File: src/rtl/uart_rx_controller.sv
// UART receive sequencer: synchronises RxD, qualifies the start bit, samples each bit
// mid-period from the oversampling tick, drives the external shifter and checks parity/stop.
module uart_rx_controller #(
    parameter int OVERSAMPLE = 16,
    parameter int DATA_BITS  = 8,
    parameter int PARITY_EN  = 1,
    parameter int PARITY_ODD = 0
) (
    input  logic                 clk,
    input  logic                 reset,
    input  logic                 Rx_EN,
    input  logic                 RxD,
    input  logic                 Rx_sample_ENABLE,
    input  logic [DATA_BITS-1:0] Rx_PO,
    output logic                 Rx_SHIFT,
    output logic                 Rx_SI,
    output logic                 Rx_DATA_STATE,
    output logic [DATA_BITS-1:0] Rx_DATA,
    output logic                 Rx_VALID,
    output logic                 Rx_PERROR,
    output logic                 Rx_FERROR
);

    localparam int   CW       = $clog2(OVERSAMPLE);
    localparam int   BW       = $clog2(DATA_BITS + 1);
    localparam logic [CW-1:0] CNT_MAX  = CW'(OVERSAMPLE - 1);
    localparam logic [CW-1:0] CNT_HALF = CW'(OVERSAMPLE / 2 - 1);
    localparam logic [BW-1:0] BIT_LAST = BW'(DATA_BITS - 1);
    localparam logic ACC_INIT = (PARITY_ODD != 0);

    typedef enum logic [2:0] {IDLE, START, DATA, PARITY, STOP, DONE} state_t;

    state_t                state_q, state_d;
    logic [CW-1:0]         cnt_q, cnt_d;
    logic [BW-1:0]         bitcnt_q, bitcnt_d;
    logic                  acc_q, acc_d;
    logic                  perr_q, perr_d;
    logic                  ferr_q, ferr_d;
    logic                  rx_shift_q, rx_shift_d;
    logic                  rx_si_q, rx_si_d;
    logic                  rx_valid_q, rx_valid_d;
    logic                  rx_perror_q, rx_perror_d;
    logic                  rx_ferror_q, rx_ferror_d;
    logic [DATA_BITS-1:0]  rx_data_q, rx_data_d;
    logic                  rxd_meta_q, rxd_s_q;
    logic                  tick;

    assign tick = Rx_sample_ENABLE;

    always_ff @(posedge clk or posedge reset) begin
        if (reset) begin
            rxd_meta_q <= 1'b1;
            rxd_s_q    <= 1'b1;
        end else begin
            rxd_meta_q <= RxD;
            rxd_s_q    <= rxd_meta_q;
        end
    end

    always_comb begin
        state_d     = state_q;
        cnt_d       = cnt_q;
        bitcnt_d    = bitcnt_q;
        acc_d       = acc_q;
        perr_d      = perr_q;
        ferr_d      = ferr_q;
        rx_shift_d  = 1'b0;
        rx_si_d     = rx_si_q;
        rx_valid_d  = 1'b0;
        rx_perror_d = rx_perror_q;
        rx_ferror_d = rx_ferror_q;
        rx_data_d   = rx_data_q;
        if (!Rx_EN) begin
            // Abort: the registered shift pulse already issued still reaches the shifter.
            state_d  = IDLE;
            cnt_d    = '0;
            bitcnt_d = '0;
            acc_d    = 1'b0;
        end else begin
            case (state_q)
                IDLE: if (tick && !rxd_s_q) begin
                    state_d = START;
                    cnt_d   = '0;
                end
                START: if (tick) begin
                    if (cnt_q == CNT_HALF) begin
                        cnt_d = '0;
                        if (!rxd_s_q) begin
                            state_d  = DATA;
                            bitcnt_d = '0;
                            acc_d    = ACC_INIT;
                        end else begin
                            state_d = IDLE;
                        end
                    end else begin
                        cnt_d = cnt_q + CW'(1);
                    end
                end
                DATA: if (tick) begin
                    cnt_d = cnt_q + CW'(1);
                    if (cnt_q == CNT_MAX) begin
                        rx_shift_d = 1'b1;
                        rx_si_d    = rxd_s_q;
                        acc_d      = acc_q ^ rxd_s_q;
                        bitcnt_d   = bitcnt_q + BW'(1);
                        if (bitcnt_q == BIT_LAST) begin
                            state_d = (PARITY_EN != 0) ? PARITY : STOP;
                            perr_d  = 1'b0;
                            cnt_d   = '0;
                        end
                    end
                end
                PARITY: if (tick) begin
                    cnt_d = cnt_q + CW'(1);
                    if (cnt_q == CNT_MAX) begin
                        perr_d  = acc_q ^ rxd_s_q;
                        state_d = STOP;
                        cnt_d   = '0;
                    end
                end
                STOP: if (tick) begin
                    cnt_d = cnt_q + CW'(1);
                    if (cnt_q == CNT_MAX) begin
                        ferr_d  = ~rxd_s_q;
                        state_d = DONE;
                        cnt_d   = '0;
                    end
                end
                DONE: begin
                    rx_data_d   = Rx_PO;
                    rx_perror_d = perr_q;
                    rx_ferror_d = ferr_q;
                    rx_valid_d  = ~perr_q & ~ferr_q;
                    state_d     = IDLE;
                end
                default: state_d = IDLE;
            endcase
        end
    end

    always_ff @(posedge clk or posedge reset) begin
        if (reset) begin
            state_q     <= IDLE;
            cnt_q       <= '0;
            bitcnt_q    <= '0;
            acc_q       <= 1'b0;
            perr_q      <= 1'b0;
            ferr_q      <= 1'b0;
            rx_shift_q  <= 1'b0;
            rx_si_q     <= 1'b0;
            rx_valid_q  <= 1'b0;
            rx_perror_q <= 1'b0;
            rx_ferror_q <= 1'b0;
            rx_data_q   <= '0;
        end else begin
            state_q     <= state_d;
            cnt_q       <= cnt_d;
            bitcnt_q    <= bitcnt_d;
            acc_q       <= acc_d;
            perr_q      <= perr_d;
            ferr_q      <= ferr_d;
            rx_shift_q  <= rx_shift_d;
            rx_si_q     <= rx_si_d;
            rx_valid_q  <= rx_valid_d;
            rx_perror_q <= rx_perror_d;
            rx_ferror_q <= rx_ferror_d;
            rx_data_q   <= rx_data_d;
        end
    end

    assign Rx_SHIFT      = rx_shift_q;
    assign Rx_SI         = rx_si_q;
    assign Rx_VALID      = rx_valid_q;
    assign Rx_PERROR     = rx_perror_q;
    assign Rx_FERROR     = rx_ferror_q;
    assign Rx_DATA       = rx_data_q;
    assign Rx_DATA_STATE = (state_q == DATA);

endmodule
File: config.mk
export PLATFORM = sky130hd
export DESIGN_NAME = uart_rx_controller
export DESIGN_NICKNAME = d
export VERILOG_FILES = /design/src/rtl/uart_rx_controller.sv
export SDC_FILE = /design/constraint.sdc
export NUM_CORES = 1
export LEC_CHECK = 0
export ABC_AREA = 0
export CAP_MARGIN = 20
export CELL_PAD_IN_SITES_DETAIL_PLACEMENT = 1
export CELL_PAD_IN_SITES_GLOBAL_PLACEMENT = 2
export CORE_MARGIN = 3
export CORE_UTILIZATION = 30
export DETAILED_ROUTE_END_ITERATION = 10
export PLACE_DENSITY_LB_ADDON = 0.1
export SYNTH_ARGS = -nofsm -noshare
export SYNTH_HDL_FRONTEND = slang
export SYNTH_SLANG_ARGS = --single-unit
export TNS_END_PERCENT = 20
File: constraint.sdc
create_clock -name clk -period 1.9 [get_ports clk]
set_clock_uncertainty 0.2 [all_clocks]
set_input_delay 0.285 -clock clk [delete_from_list [all_inputs] [get_ports clk]]
set_output_delay 0.285 -clock clk [all_outputs]
set_load 0.03 [all_outputs]
==> impl_metrics.ini <==
[run_status]
status = complete, but fails checks
failed_checks = setup timing

[timing]
fmax_mhz = 518.4
maxSlewViolCount = 0
fin_crit_ns = 1.929
rsz0062_at_grt = true
period_share_pct = 101.5
slew_headroom_pct = 74.83
finalHoldViolations = 0
setup_viol = 14
worst_slack_ns = -0.02919
tightest_slew_ns = 0.3776

[pwr]
fin_total_pwr_mw = 1.657
peakVddDrop_v = 0.0003007
power.density_mw_per_mm2 = 700.3
leakagePower_nw = 1.130

[logic_synthesis]
synthSimpleGateAreaFrac_pct = 17.39
netlist.area_leader.share_pct = 43.48
synth_top_family_by_area = simple AND/OR/NAND/NOR gates
syn_nets = 158
synth_edf_count = 0
synth_warnings = 0
synth_sequential_area_ratio_pct = 46.86
avgSynthCellArea_um2 = 10.87
synth_most_common_cell = dfrtp_1
yosys.area.top_type = dfrtp_1
synth_compound_area_share_pct = 14.73
synth.top_cells.by_count = dfrtp_1 (27), o21ai_0 (12), nand2_1 (10)
yosys-top-cells-area = dfrtp_1 (43%), mux2_4 (8.7%), o21ai_0 (3.9%)
synth_cell_types = 45
syn-cell-area_mm2 = 0.001554
yosys_most_used_dff = dfrtp_1
muxShareOfSynthArea_pct = 12.16
synthArstFlopShare_pct = 100.0
synth_cells = 143
synthAdderAreaFrac_pct = 1.610
ys_ff_latch = 29
synth_xor_area_share_pct = 1.127

[final_layout]
syn2layout_area_growth_pct = 52.25
drive_gt1_share_pct = 41.71
diodes = 0
final_net_count = 225
regArea_um2 = 733.2
final_cells = 278
final_util_pct = 48.80
multi_input_area_um2 = 795.8
fill_cells = 549

[floorplan]
die-area_mm2 = 0.006079
die_w_um = 77.97
io_pins = 27
core_area_mm2 = 0.004848
rows = 25
die_y_um = 77.97
start_util_pct = 32.05

[worst_hold_path]
min_path_type = flop to flop

[worst_setup_path]
cp_cell_sequence = or4b_4, a31oi_4, or3_1, a21oi_1, a21o_1
path_max_fanout = 7
crit_family = simple AND/OR/NAND/NOR gates
crit_type = flop to flop
setup.worst_path.end_class = flop
slowest_stage = or4b_4
worstPathArrival_ns = 1.90
critical_path.startpoint_type = flop
cp.required_ns = 1.87
r2r_slack_ns = -0.03
worst_path_largest_cell_delay_ns = 0.55
worst-path-buf-inv = 0

[global_routing]
grt_remaining_overflow = 0
antenna_found_initial = 0
grt_max_degree = 30
track_usage_pct = 15.42
grt_pass1_wl_um = 7369
grt_pass1_vias = 1456

[clock_network]
insertion_delay_ns = 0.28
cts_hold_buffers = 0
h-tree-depth = 2
clk_pin_slew_ns = 0.07
root_buffer = clkbuf_8
cts_tree = done
cts_num_sinks = 29
cts.path.max_buffers = 2
cts_buffers = 5

[routing]
first_pass_iters = 4
viasPerCell = 4.910
post_drt_wl_per_cell_um = 15.50
drcViolationCount = 0
vias = 1365
antenna_left = 0
drt_iter0_drc = 48
wirelength_um = 4308

[placed_design]
io_buffers = 26
pre_cts_slack_ns = -0.2643
gp_congestion = 0.8230
dp_cells = 261
dp_hpwl_um = 3098

[run]
cap_viol_max_count = 0
-- cells by family (layout without fill, tap and decap cells) --
| logic type | Yosys count | after routing |
|---|---|---|
| xor+xnor | 2 | 2 |
| fa+ha+maj | 2 | 2 |
| buf+inv | 17 | 85 |
| mux | 14 | 14 |
| flops | 29 | 29 |
| simple gates | 46 | 46 |
| compound gates | 33 | 33 |
-- report_power, final --
| group | leakage [nW] | internal (mW) | switching, mW |
|---|---|---|---|
| clock | 0.0585 | 0.427 | 0.239 |
| combinational | 0.690 | 0.186 | 0.142 |
| sequential | 0.381 | 0.641 | 0.0217 |
-- worst paths after layout --
kind / to / cells past startpoint / start
max in group asynchronous: rxd_s_q / 3 / reset
setup reg to reg: cnt_q[3] / 5 / state_q[0]
hold reg to reg: rxd_s_q / 0 / rxd_meta_q
hold / removal: rxd_s_q / 0 / rxd_meta_q
setup / recovery: cnt_q[3] / 5 / state_q[0]
min in group asynchronous: cnt_q[3] / 3 / reset
-- stage by stage --
stage               hold slack (ns)   TNS, ns  instance area, um^2
detailed placement           0.1536    -3.838                 2093
floorplan                   0.08948  -0.04001                 1558
CTS                          0.1679   -0.1467                 2278
global route                 0.1654    -1.308                 2366
finish                       0.1652   -0.2321                 2366
global placement             0.1509    -3.501                 2093
-- layout make-up --
| class | count | area share, % |
|---|---|---|
| Inverter | 6 | 0.9519 |
| Timing Repair Buffer | 71 | 25.97 |
| Clock buffer | 7 | 3.649 |
| Multi-Input combinational cell | 97 | 33.63 |
| Tap cell | 67 | 3.543 |
| Sequential cell | 29 | 30.99 |
| Clock inverter | 1 | 1.269 |
-- placed cells by master, fill, tap and decap left out, drive strengths merged, types with 3 or more instances in the layout --
master / netlist / routed
a21oi: 4 / 4
a31oi: 3 / 3
and2: 3 / 3
and3: 3 / 3
buf: 9 / 46
clkbuf: 2 / 7
clkdlybuf4s50: 0 / 25
dfrtp: 27 / 27
inv: 6 / 6
mux2: 12 / 12
nand2: 10 / 10
nand3: 6 / 6
nor2: 6 / 6
nor2b: 3 / 3
nor3: 4 / 4
o21ai: 13 / 13
-- routing by layer --
| layer | share of wire [%] | GRT usage [%] | wire length [um] |
|---|---|---|---|
| met2 | 50 | 24.91 | 2133 |
| met4 | 0.86 | 3.671 | 37 |
| met3 | 4.5 | 4.872 | 194 |
| met1 | 45 | 20.06 | 1943 |
| met5 | 0 | 0 | 0 |
-- repair_timing --
item | in CTS | in global routing
pin swaps | 1 | 6
cloned | 0 | 0
endpoints found under the setup margin | 19 | 23
setup buffers | 5 | 4
resized for setup | 9 | 18
hold endpoints to repair | 0 | 0
-- registers in the layout (all words and copies together) (netlist names) --
register and count:
Rx_PERROR 1, rxd_meta_q 1, state_q 3, bitcnt_q 4, cnt_q 4, Rx_SHIFT 1, Rx_FERROR 1, ferr_q 1
rxd_s_q 1, Rx_SI 1, Rx_VALID 1, acc_q 1, Rx_DATA 8, perr_q 1
Note: power is estimated with default switching activity, not from simulation.
